### config.mk
export PLATFORM = sky130hd
export DESIGN_NAME = note_sequencer
export DESIGN_NICKNAME = d
export VERILOG_FILES = /design/src/rtl/note_sequencer_pkg.sv /design/src/rtl/note_sequencer_rom.sv /design/src/rtl/note_sequencer.sv
export SDC_FILE = /design/constraint.sdc
export NUM_CORES = 1
export LEC_CHECK = 0
export CAP_MARGIN = 20
export CORE_AREA = 5 5 81 83
export CTS_CLUSTER_DIAMETER = 80
export DETAILED_ROUTE_END_ITERATION = 10
export DIE_AREA = 0 0 86 88
export MAX_ROUTING_LAYER = met4
export PLACE_DENSITY_LB_ADDON = 0.08
export SYNTH_ARGS = -nofsm -noshare
export SYNTH_HDL_FRONTEND = slang
export SYNTH_SLANG_ARGS = --single-unit
### constraint.sdc
create_clock -name i_clk -period 6.83 [get_ports i_clk]
set_input_delay 1.366 -clock i_clk [delete_from_list [all_inputs] [get_ports i_clk]]
set_output_delay 1.366 -clock i_clk [all_outputs]
set_load 0.05 [all_outputs]
### src/rtl/note_sequencer_pkg.sv
// Shared definitions for the note sequencer: controller states, song-table
// entry layout, the end-marker duration and the pitch encodings.
package note_sequencer_pkg;

  localparam int IDX_W     = 5;
  localparam int PITCH_W   = 4;
  localparam int OCT_W     = 2;
  localparam int DUR_W     = 3;
  localparam int ENTRY_W   = PITCH_W + OCT_W + DUR_W;

  // Bit offsets of each field inside a raw 9-bit table word
  localparam int DUR_LSB   = 0;
  localparam int OCT_LSB   = DUR_LSB + DUR_W;
  localparam int PITCH_LSB = OCT_LSB + OCT_W;

  // A duration of zero terminates the song
  localparam logic [DUR_W-1:0] END_MARKER = 3'd0;

  typedef enum logic [2:0] {
    ST_IDLE  = 3'd0,
    ST_FETCH = 3'd1,
    ST_SYNC  = 3'd2,
    ST_PLAY  = 3'd3,
    ST_DONE  = 3'd4
  } state_t;

  // 0 is a rest, 1..7 are do..si, 8..15 are reserved
  typedef enum logic [PITCH_W-1:0] {
    P_REST = 4'd0,
    P_DO   = 4'd1,
    P_RE   = 4'd2,
    P_MI   = 4'd3,
    P_FA   = 4'd4,
    P_SOL  = 4'd5,
    P_LA   = 4'd6,
    P_SI   = 4'd7
  } pitch_t;

  // Octave code 1 is the "4" octave of the reference tune (C4, E4)
  localparam logic [OCT_W-1:0] OCT_4 = 2'd1;

  typedef struct packed {
    logic [PITCH_W-1:0] pitch;
    logic [OCT_W-1:0]   octave;
    logic [DUR_W-1:0]   duration;
  } entry_t;

  // Split a raw table word into its fields
  function automatic entry_t entry_from_bits(input logic [ENTRY_W-1:0] b);
    entry_t e;
    e.pitch    = b[PITCH_LSB +: PITCH_W];
    e.octave   = b[OCT_LSB +: OCT_W];
    e.duration = b[DUR_LSB +: DUR_W];
    return e;
  endfunction

  // Build a table entry from its fields
  function automatic entry_t make_entry(input logic [PITCH_W-1:0] p,
                                        input logic [OCT_W-1:0]   o,
                                        input logic [DUR_W-1:0]   d);
    entry_t e;
    e.pitch    = p;
    e.octave   = o;
    e.duration = d;
    return e;
  endfunction

  function automatic logic is_end(input entry_t e);
    return (e.duration == END_MARKER);
  endfunction

  // A one-beat note is too short for the divider and is stretched to two
  function automatic logic [DUR_W-1:0] beats_of(input logic [DUR_W-1:0] d);
    return (d == 3'd1) ? 3'd2 : d;
  endfunction

  function automatic logic is_note(input logic [PITCH_W-1:0] p);
    return (p >= P_DO) && (p <= P_SI);
  endfunction

endpackage

### src/rtl/note_sequencer_rom.sv
// Two-song table with a registered read port (one cycle of read latency).
// Song 0 is a short two-note tune; song 1 fills the whole table with
// playable entries so the sequencer runs to the last index.
module song_rom
  import note_sequencer_pkg::*;
#(
  parameter int SONG_LEN = 32
) (
  input  logic               i_clk,
  input  logic               i_song_sel,
  input  logic [IDX_W-1:0]   i_addr,
  output logic [ENTRY_W-1:0] o_entry
);

  logic [ENTRY_W-1:0] r_entry;

  // Table contents; addresses past the song length read as end markers
  function automatic entry_t rom_lookup(input logic sel, input logic [IDX_W-1:0] a);
    entry_t e;
    e = make_entry(P_REST, 2'd0, END_MARKER);
    if ({1'b0, a} >= 6'(SONG_LEN)) begin
      e = make_entry(P_REST, 2'd0, END_MARKER);
    end else if (!sel) begin
      case (a)
        5'd0:    e = make_entry(P_DO, OCT_4, 3'd2);
        5'd1:    e = make_entry(P_MI, OCT_4, 3'd3);
        default: e = make_entry(P_REST, 2'd0, END_MARKER);
      endcase
    end else begin
      case (a)
        5'd0:    e = make_entry(P_REST, 2'd0, 3'd2);
        5'd1:    e = make_entry(P_SOL, 2'd2, 3'd1);
        default: e = make_entry(4'(a % 5'd7) + 4'd1, a[1:0], 3'(a % 5'd3) + 3'd1);
      endcase
    end
    return e;
  endfunction

  // Registered read of the addressed entry
  always_ff @(posedge i_clk) begin
    r_entry <= rom_lookup(i_song_sel, i_addr);
  end

  assign o_entry = r_entry;

endmodule

### src/rtl/note_sequencer.sv
// Song playback controller: walks a song table one note per beat-phase
// wrap, presenting pitch/octave/duration to the tone and divider logic.
module note_sequencer
  import note_sequencer_pkg::*;
#(
  parameter int SONG_LEN = 32
) (
  input  logic               i_clk,
  input  logic               i_rst,
  input  logic               i_start,
  input  logic               i_stop,
  input  logic               i_song_sel,
  input  logic [2:0]         i_division,
  output logic [DUR_W-1:0]   o_note_number,
  output logic               o_en,
  output logic [PITCH_W-1:0] o_pitch,
  output logic [OCT_W-1:0]   o_octave,
  output logic               o_note_valid,
  output logic               o_busy,
  output logic               o_done,
  output logic [IDX_W-1:0]   o_index
);

  localparam logic [IDX_W-1:0] LAST_IDX = 5'(SONG_LEN - 1);

  state_t               r_state;
  entry_t               r_next;
  logic                 r_song;
  logic                 r_rd_pend;
  logic [2:0]           r_div_q;
  logic [IDX_W-1:0]     r_index;
  logic [DUR_W-1:0]     r_note_number;
  logic                 r_en;
  logic [PITCH_W-1:0]   r_pitch;
  logic [OCT_W-1:0]     r_octave;
  logic                 r_note_valid;
  logic                 r_busy;
  logic                 r_done;

  logic                 w_wrap;
  logic                 w_rom_sel;
  logic [IDX_W-1:0]     w_rom_addr;
  logic [ENTRY_W-1:0]   w_rom_data;
  entry_t               w_rom_entry;

  // A wrap is the beat phase returning to zero from a non-zero value
  assign w_wrap      = (i_division == 3'd0) && (r_div_q != 3'd0);
  assign w_rom_entry = entry_from_bits(w_rom_data);

  // Table address: entry 0 on start, otherwise the entry after the one being loaded
  always_comb begin
    w_rom_sel  = r_song;
    w_rom_addr = r_index;
    case (r_state)
      ST_IDLE: begin
        w_rom_sel  = i_song_sel;
        w_rom_addr = 5'd0;
      end
      ST_SYNC: begin
        w_rom_sel  = r_song;
        w_rom_addr = r_index + 5'd1;
      end
      ST_PLAY: begin
        w_rom_sel  = r_song;
        w_rom_addr = r_index + 5'd2;
      end
      default: begin
        w_rom_sel  = r_song;
        w_rom_addr = r_index;
      end
    endcase
  end

  song_rom #(
    .SONG_LEN (SONG_LEN)
  ) u_rom (
    .i_clk      (i_clk),
    .i_song_sel (w_rom_sel),
    .i_addr     (w_rom_addr),
    .o_entry    (w_rom_data)
  );

  // Playback state machine with registered note, status and handshake outputs
  always_ff @(posedge i_clk or posedge i_rst) begin
    if (i_rst) begin
      r_state       <= ST_IDLE;
      r_next        <= make_entry(P_REST, 2'd0, END_MARKER);
      r_song        <= 1'b0;
      r_rd_pend     <= 1'b0;
      r_div_q       <= 3'd0;
      r_index       <= 5'd0;
      r_note_number <= 3'd0;
      r_en          <= 1'b0;
      r_pitch       <= 4'd0;
      r_octave      <= 2'd0;
      r_note_valid  <= 1'b0;
      r_busy        <= 1'b0;
      r_done        <= 1'b0;
    end else begin
      r_div_q   <= i_division;
      r_rd_pend <= 1'b0;
      r_done    <= 1'b0;
      // The entry requested last cycle lands in the look-ahead register now
      if (r_rd_pend) begin
        r_next <= w_rom_entry;
      end

      if ((r_state != ST_IDLE) && i_stop) begin
        // Abort wins over wrap and start; no completion pulse
        r_state       <= ST_IDLE;
        r_index       <= 5'd0;
        r_note_number <= 3'd0;
        r_en          <= 1'b0;
        r_pitch       <= 4'd0;
        r_octave      <= 2'd0;
        r_note_valid  <= 1'b0;
        r_busy        <= 1'b0;
      end else begin
        case (r_state)
          ST_IDLE: begin
            if (i_start) begin
              r_song    <= i_song_sel;
              r_index   <= 5'd0;
              r_rd_pend <= 1'b1;
              r_busy    <= 1'b1;
              r_state   <= ST_FETCH;
            end
          end

          ST_FETCH: begin
            // Any wrap seen here is ignored; SYNC waits for the next one
            r_en    <= 1'b1;
            r_state <= ST_SYNC;
          end

          ST_SYNC: begin
            if (w_wrap) begin
              if (is_end(r_next)) begin
                r_state       <= ST_DONE;
                r_done        <= 1'b1;
                r_en          <= 1'b0;
                r_note_number <= 3'd0;
                r_pitch       <= 4'd0;
                r_octave      <= 2'd0;
                r_note_valid  <= 1'b0;
              end else begin
                r_note_number <= beats_of(r_next.duration);
                r_pitch       <= r_next.pitch;
                r_octave      <= r_next.octave;
                r_note_valid  <= is_note(r_next.pitch);
                r_rd_pend     <= 1'b1;
                r_state       <= ST_PLAY;
              end
            end
          end

          ST_PLAY: begin
            if (w_wrap) begin
              if (is_end(r_next) || (r_index == LAST_IDX)) begin
                r_state       <= ST_DONE;
                r_done        <= 1'b1;
                r_en          <= 1'b0;
                r_note_number <= 3'd0;
                r_pitch       <= 4'd0;
                r_octave      <= 2'd0;
                r_note_valid  <= 1'b0;
              end else begin
                r_index       <= r_index + 5'd1;
                r_note_number <= beats_of(r_next.duration);
                r_pitch       <= r_next.pitch;
                r_octave      <= r_next.octave;
                r_note_valid  <= is_note(r_next.pitch);
                r_rd_pend     <= 1'b1;
              end
            end
          end

          ST_DONE: begin
            r_busy  <= 1'b0;
            r_state <= ST_IDLE;
          end

          default: begin
            r_state       <= ST_IDLE;
            r_index       <= 5'd0;
            r_note_number <= 3'd0;
            r_en          <= 1'b0;
            r_pitch       <= 4'd0;
            r_octave      <= 2'd0;
            r_note_valid  <= 1'b0;
            r_busy        <= 1'b0;
          end
        endcase
      end
    end
  end

  assign o_note_number = r_note_number;
  assign o_en          = r_en;
  assign o_pitch       = r_pitch;
  assign o_octave      = r_octave;
  assign o_note_valid  = r_note_valid;
  assign o_busy        = r_busy;
  assign o_done        = r_done;
  assign o_index       = r_index;

endmodule

==> flow_summary.json, run 1 <==
{
  "p_per_area_nw_per_um2": 296,
  "critPathMaxStageDelay_ps": 840,
  "syn_area_um2": 3020,
  "grt_pass1_vias": 2408,
  "met3_usage_pct": 3.76,
  "final_hold_viol_count": 0,
  "ir_worst_vdd_mv": 0.179,
  "tns_ps": 0,
  "grtUsageMet1_pct": 24.5,
  "synth_ff_type": "dfrtp_1",
  "grt_max_degree": 36,
  "grt_usage_pct": 18.8,
  "slowest_stage": "dfrtp_1",
  "cp_data_required_time_ps": 7050,
  "cts_buffers": 5,
  "core_um2": 5780,
  "leakagePower_nw": 1.50,
  "synth-simple-area-share_pct": 23.4,
  "n_antenna_cell": 0,
  "min_period_ps": 5920,
  "cp_top_family": "simple AND/OR/NAND/NOR gates",
  "synth_compound_area_share_pct": 22.7,
  "overflow": 0,
  "met2_usage_pct": 30.3,
  "tritoncts": "built",
  "ant_nets": 0,
  "worstSetupEndpointType": "register",
  "path_depth": 22,
  "clock_skew_ps": 8.67,
  "finalCritPeriodShare_pct": 86.7,
  "clockBufferDepth": 2,
  "worst_slew_pin_slew_ps": 755,
  "synth_edf_count": 0,
  "min_path_type": "reg -> reg",
  "drc": 0,
  "dieArea_um2": 7570,
  "place_congestion": 0.852,
  "dp_hpwl_mm": 4.83,
  "yosys.area_share.adder_pct": 5.71,
  "io_buffers": 25,
  "drt_iter0_drc": 62,
  "setup_viol": 0,
  "slew_violations": 0,
  "worstPathCellList": "nor4b_1, o31ai_1, and2_1, inv_2, ha_1, or2_2, ha_1, nor4b_1, a32oi_1, o21ai_2, nand2_1, mux2i_1, ha_1, o211a_1, a311oi_1, a211o_1, o211ai_2, or2_1, o21a_1, ha_1, or3_1, mux2i_1",
  "cap_violations": 0,
  "die_w_um": 86,
  "antenna_found_initial": 0,
  "async_reset_ff_share_pct": 79.5,
  "synthDistinctLibCells": 74,
  "final_util_pct": 58.2,
  "whs_path_depth": 1,
  "post_cts_resized": 0,
  "htreeDepth": 2,
  "run_status": "complete, no violations",
  "cts_sinks": 44,
  "synth_top_family_by_area": "simple AND/OR/NAND/NOR gates",
  "syn_nets": 362,
  "avgSynthCellArea_um2": 8.87,
  "ios": 26,
  "ctsHoldBuffers": 0,
  "fmax_ghz": 0.169,
  "syn_to_final_growth_pct": 11.2,
  "drive_gt1_share_pct": 11.5,
  "crit_path_max_fanout": 28,
  "hold_slack_ps": 471,
  "finalPower_w": 0.000996,
  "busiest_layer": "met2",
  "totalWireLength_mm": 6.65,
  "clk_pin_slew_ps": 80,
  "avgViaCountPerCell": 5.90,
  "arrival_ps": 6140,
  "synth_xor_area_share_pct": 0.869,
  "max_slew_margin_pct": 49.7,
  "postCtsSetupRepairBufs": 0,
  "route.vias.total": 2556,
  "nets": 378,
  "ys_seq_area_share_pct": 34.9,
  "worst_r2r_path_depth": 22,
  "rsz0062_at_grt": "false",
  "synthMuxAreaShare_pct": 5.79,
  "crit_path_frequent_cell": "ha_1",
  "clock_latency_ps": 290,
  "fp.dieH_um": 88,
  "critPathBufInv": 1,
  "row_count": 28,
  "critPathKind": "reg -> reg",
  "wl_per_cell_um": 15.4,
  "cts_root_buffer": "clkbuf_8",
  "firstDrtPassIters": 4,
  "initial_core_util_pct": 52.3,
  "final_cell_area_um2": 3360,
  "yosys_warnings": 0,
  "place_area_um2": 3270,
  "fillers": 539,
  "grt_pass1_wl_mm": 11.2,
  "critPathLaunchType": "register",
  "syn_inst": 341,
  "ys_seq_elements": 44
}
kinds of logic after synthesis:
kind of cell / count (synthesis)
AO/OA/AOI/OAI: 100
XOR/XNOR: 3
adder cells (fa/ha/maj): 14
buffers and inverters: 39
flip-flops: 44
multiplexers: 16
AND/OR/NAND/NOR: 125
path summary, 6_finish.rpt:
| path | start | to | slack (ps) |
|---|---|---|---|
| min in group asynchronous | i_rst | o_note_number[1]$_DFFE_PP0P_ | 1480 |
| max in group asynchronous | i_rst | o_octave[0]$_DFFE_PP0P_ | 5030 |
| hold reg to reg | u_rom.o_entry[4]$_SDFF_PN0_ | r_next[4]$_DFFE_PP0P_ | 470 |
| setup reg to reg | r_state[0]$_DFFE_PP0P_ | u_rom.o_entry[2]$_SDFF_PN0_ | 910 |
| hold / removal | u_rom.o_entry[4]$_SDFF_PN0_ | r_next[4]$_DFFE_PP0P_ | 470 |
| setup / recovery | r_state[0]$_DFFE_PP0P_ | u_rom.o_entry[2]$_SDFF_PN0_ | 910 |
metrics by stage:
stage,setup slack [ps],instances
2_1_floorplan,1220,341
3_3_place_gp,1160,425
3_5_place_dp,1010,425
4_1_cts,982,433
5_1_grt,530,433
6_report,909,433
cell usage in the layout, fill, tap and decap left out, drive strengths merged, types with 2 or more instances in the layout:
| cell type | instances |
|---|---|
| o211ai | 4 |
| nand3 | 17 |
| and2 | 3 |
| a21oi | 16 |
| and3 | 4 |
| o211a | 5 |
| nand2 | 26 |
| nor4 | 4 |
| or4 | 2 |
| clkbuf | 6 |
| buf | 3 |
| nor4b | 3 |
| or2 | 4 |
| clkdlybuf4s50 | 25 |
| mux2i | 4 |
| or3 | 3 |
| mux2 | 12 |
| a311o | 3 |
| a31oi | 6 |
| nor2 | 22 |
| a22oi | 2 |
| nand4 | 6 |
| dfrtp | 35 |
| o21ai | 35 |
| o21a | 7 |
| nand2b | 4 |
| o22ai | 2 |
| inv | 20 |
| xnor2 | 3 |
| and3b | 2 |
| nor3b | 2 |
| nor3 | 13 |
| dfxtp | 9 |
| o31ai | 3 |
| clkinv | 2 |
| ha | 13 |
| a311oi | 2 |
| nor2b | 4 |
layer usage:
layer  routed length, µm  vias to the layer above
met5                   0                        -
met4                  79                        0
met3                 204                        7
met2                3110                       38
met1                3260                     1220
li1                    -                     1291
where the power goes:
group	total, W	internal, W	switching, W
sequential	0.000402	0.000325	0.0000769
clock	0.000166	0.0000807	0.0000852
combinational	0.000428	0.000167	0.000262
state kept, by name, summed over array words and instances, names as in the netlist:
signal / cells
o_pitch: 4
o_note_number: 3
u_rom.o_entry: 9
o_index: 5
r_rd_pend: 1
o_busy: 1
o_en: 1
r_song: 1
r_div_q: 3
o_note_valid: 1
o_done: 1
r_state: 3
r_next: 9
o_octave: 2
final cells by class:
type	count	area, µm²	area share, %
repair buffers	28	273	8.11
well taps	75	93.8	2.79
multi-input cells	258	1770	52.6
clock buffers	6	82.6	2.46
flip-flops and latches	44	1060	31.4
clock inverters	2	10.0	0.298
inverters	20	80.1	2.38
Yosys cell counts, types with 5 or more instances:
master | n | area [µm²]
buf_6 | 5 | 56.3
dfxtp_1 | 9 | 180
inv_1 | 16 | 60.1
dfrtp_1 | 35 | 876
nand3_1 | 16 | 80.1
mux2_2 | 11 | 124
nor2_1 | 21 | 78.8
clkbuf_1 | 9 | 33.8
nor3_1 | 13 | 65.1
a21oi_1 | 16 | 80.1
o211a_1 | 5 | 50.1
nand4_1 | 6 | 37.5
ha_1 | 13 | 163
o21a_1 | 7 | 52.6
a31oi_1 | 6 | 37.5
nand2_1 | 26 | 97.6
o21ai_0 | 30 | 150
(Power assumes the default switching activity.)
==> inputs of run 2 (changes only) <==
--- a/config.mk
+++ b/config.mk
@@ -5,11 +5,12 @@
 export SDC_FILE = /design/constraint.sdc
 export NUM_CORES = 1
 export LEC_CHECK = 0
+export ABC_AREA = 1
 export CAP_MARGIN = 20
-export CORE_AREA = 5 5 81 83
+export CORE_AREA = 5 5 87 89
 export CTS_CLUSTER_DIAMETER = 80
 export DETAILED_ROUTE_END_ITERATION = 10
-export DIE_AREA = 0 0 86 88
+export DIE_AREA = 0 0 92 94
 export MAX_ROUTING_LAYER = met4
 export PLACE_DENSITY_LB_ADDON = 0.08
 export SYNTH_ARGS = -nofsm -noshare
==> run 2 against run 1 <==
Effect of this change:
- die area grew 14%
- first-iteration DRC count grew 44%
- design area grew 0.26%
- power grew 28%
- wire length shrank 13%
- sequential cell count is the same
- clock skew grew 1.4 ps
- fmax grew 37%
- non-clock buffer count shrank 1
- synthesized area shrank 4.0%
- combinational power grew 62%
- critical endpoint unchanged
==> flow_summary.json, run 2 <==
{
  "final_hold_viol_count": 0,
  "power_frac_clock_pct": 15.9,
  "ys_seq_area_share_pct": 36.4,
  "syn_nets": 393,
  "synthDistinctLibCells": 39,
  "cp_data_required_time_ps": 7020,
  "synth_area_leader_cell": "dfrtp_1",
  "core_um2": 6680,
  "ys_seq_elements": 44,
  "slew_violations": 0,
  "clock_skew_ps": 10.1,
  "place_congestion": 0.857,
  "p_per_area_nw_per_um2": 378,
  "synth_most_common_cell": "nand2_1",
  "fp.dieH_um": 94,
  "p_comb_share_pct": 54.4,
  "drt_iter0_drc": 89,
  "drc": 0,
  "busiest_layer": "met2",
  "max_slew_margin_pct": 57.8,
  "syn_inst": 372,
  "clk_pin_slew_ps": 90,
  "initial_core_util_pct": 43.5,
  "crit_path_end": "u_rom.o_entry[2]$_SDFF_PN0_",
  "async_reset_ff_share_pct": 79.5,
  "grt_pass1_wl_mm": 10.4,
  "finalCritPeriodShare_pct": 63.3,
  "cap_violations": 0,
  "p_sw_share_pct": 46.8,
  "totalWireLength_mm": 5.78,
  "synth_area_leaders": "dfrtp_1, nand2_1, nand3_1, inv_1, dfxtp_1",
  "die_w_um": 92,
  "grt_max_degree": 36,
  "critPathLaunchType": "register",
  "row_count": 30,
  "run_status": "complete, no violations",
  "tns_ps": 0,
  "avgViaCountPerCell": 4.90,
  "htreeDepth": 2,
  "cts_root_buffer": "clkbuf_8",
  "grt_pass1_vias": 2252,
  "synth_top_area_share_pct": 30.2,
  "ctsHoldBuffers": 0,
  "clockBufferDepth": 2,
  "critPathKind": "reg -> reg",
  "drive_gt1_share_pct": 19.1,
  "min_path_type": "reg -> reg",
  "worst_slew_pin_slew_ps": 626,
  "clock_latency_ps": 300,
  "dp_hpwl_mm": 4.61,
  "n_antenna_cell": 0,
  "cts_buffers": 5,
  "overflow": 0,
  "final_common_cell": "nand2_1",
  "synth_ff_type": "dfrtp_1",
  "fmax_ghz": 0.231,
  "rsz0062_at_grt": "false",
  "p_int_w": 0.000677,
  "io_buffers": 25,
  "place_inst": 475,
  "slowest_stage": "dfrtp_1",
  "reg2reg_slack_ps": 2510,
  "wl_per_cell_um": 11.9,
  "syn_to_final_growth_pct": 16.1,
  "crit_path_max_fanout": 8,
  "ir_worst_vdd_mv": 0.119,
  "crit_path_frequent_cell": "nand2_1",
  "synth_edf_count": 0,
  "p_switching_w": 0.000597,
  "r2r-end": "u_rom.o_entry[2]$_SDFF_PN0_",
  "met3_usage_pct": 2.64,
  "synth.top_cells.by_count": "nand2_1, inv_1, nand3_1",
  "arrival_ps": 4510,
  "worstSetupEndpointType": "register",
  "min_period_ps": 4320,
  "p_seq_share_pct": 29.7,
  "setup_viol": 0,
  "final_cell_mix": "nand2_1, inv_1, nand3_1",
  "fin_cells": 484,
  "dieArea_um2": 8650,
  "cts_sinks": 44,
  "postCtsSetupRepairBufs": 0,
  "worstHoldStart": "u_rom.o_entry[2]$_SDFF_PN0_",
  "worst_r2r_path_depth": 31,
  "finalPower_w": 0.00127,
  "firstDrtPassIters": 4,
  "critPathMaxStageDelay_ps": 510,
  "yosys_warnings": 0,
  "r2r-start": "o_index[2]$_DFFE_PP0P_",
  "nets": 424,
  "grtUsageMet1_pct": 19.9,
  "ios": 26,
  "post_cts_resized": 0,
  "route.vias.total": 2373,
  "ant_nets": 0,
  "antenna_found_initial": 0,
  "grt_usage_pct": 15.0,
  "syn_area_um2": 2900,
  "avgSynthCellArea_um2": 7.81,
  "met2_usage_pct": 23.7,
  "leakagePower_nw": 1.60,
  "critPathLaunch": "o_index[2]$_DFFE_PP0P_",
  "tritoncts": "built"
}
run 2: changes by cell type in the layout (fill, tap and decap cells not counted), moves of 5 or more:
cell     delta
nand2_1    +50
inv_1      +33
nand3_1    +21
nand2_2    +18
a21oi_1    -10
nor3_1     -10
nand3_2     +9
inv_2       +8
mux2_2      -6
nor2_1      -5
o211a_1     -5
o21a_1      -5
run 2: layer usage:
metal	part of all wire, %	routed length [µm]
met1	51	2940
met2	45	2580
met3	3.2	183
met4	1.3	74
met5	0	0
run 2: kinds of logic (layout without fill, tap and decap cells):
kind of cell,after synthesis,in the layout,synth area share [%]
xor gates and xnor gates,1,1,0.948
buffers and inverters,64,96,8.32
adders and majority gates,13,13,5.60
AOI/OAI and AO/OA,59,59,12.6
DFF,44,44,36.4
and+or+nand+nor,186,186,34.2
muxes,5,5,1.94
run 2: worst max-delay path, delay by kind of cell (launching register included):
kind	cells	cell delay, ps
simple gates	19	1960
fa+ha+maj	5	1090
flops	1	510
buf+inv	4	250
compound gates	2	210
xor+xnor	1	180
run 2: final cells by class:
type                            instances  area, µm²
Multi-Input combinational cell        264       1610
Sequential cell                        44       1060
Tap cell                               80        100
Timing Repair Buffer                   27        265
Inverter                               61        229
Clock buffer                            5       68.8
Fill cell                             666       3310
Clock inverter                          3       46.3
run 2: worst min path at each step:
stage,cells past startpoint,slack (ps),to
floorplan,2,410,r_next[0]$_DFFE_PP0P_
global placement,2,420,r_next[1]$_DFFE_PP0P_
detailed placement,2,430,r_next[1]$_DFFE_PP0P_
CTS,2,440,r_next[5]$_DFFE_PP0P_
global route,2,480,r_next[2]$_DFFE_PP0P_
finish,2,430,r_next[2]$_DFFE_PP0P_
run 2: power by group through the flow:
| stage | clock [W] | combinational, W | sequential [W] |
|---|---|---|---|
| 2_1_floorplan | 0 | 0.000497 | 0.000425 |
| 3_3_place_gp | 0 | 0.000680 | 0.000383 |
| 3_5_place_dp | 0 | 0.000688 | 0.000385 |
| 4_1_cts | 0.000208 | 0.000695 | 0.000380 |
| 5_1_grt | 0.000222 | 0.000792 | 0.000390 |
| 6_report | 0.000203 | 0.000693 | 0.000379 |
run 2: stage by stage:
stage / utilization [%] / worst slack, ps / hold slack [ps] / cell area (µm²)
6_report: 50.5 / 2510 / 430 / 3370
5_1_grt: 50.5 / 2050 / 478 / 3370
4_1_cts: 50.4 / 2490 / 439 / 3360
3_5_place_dp: 48.6 / 2520 / 427 / 3250
3_3_place_gp: 48.6 / 2570 / 420 / 3250
2_1_floorplan: - / 2570 / 414 / 2900
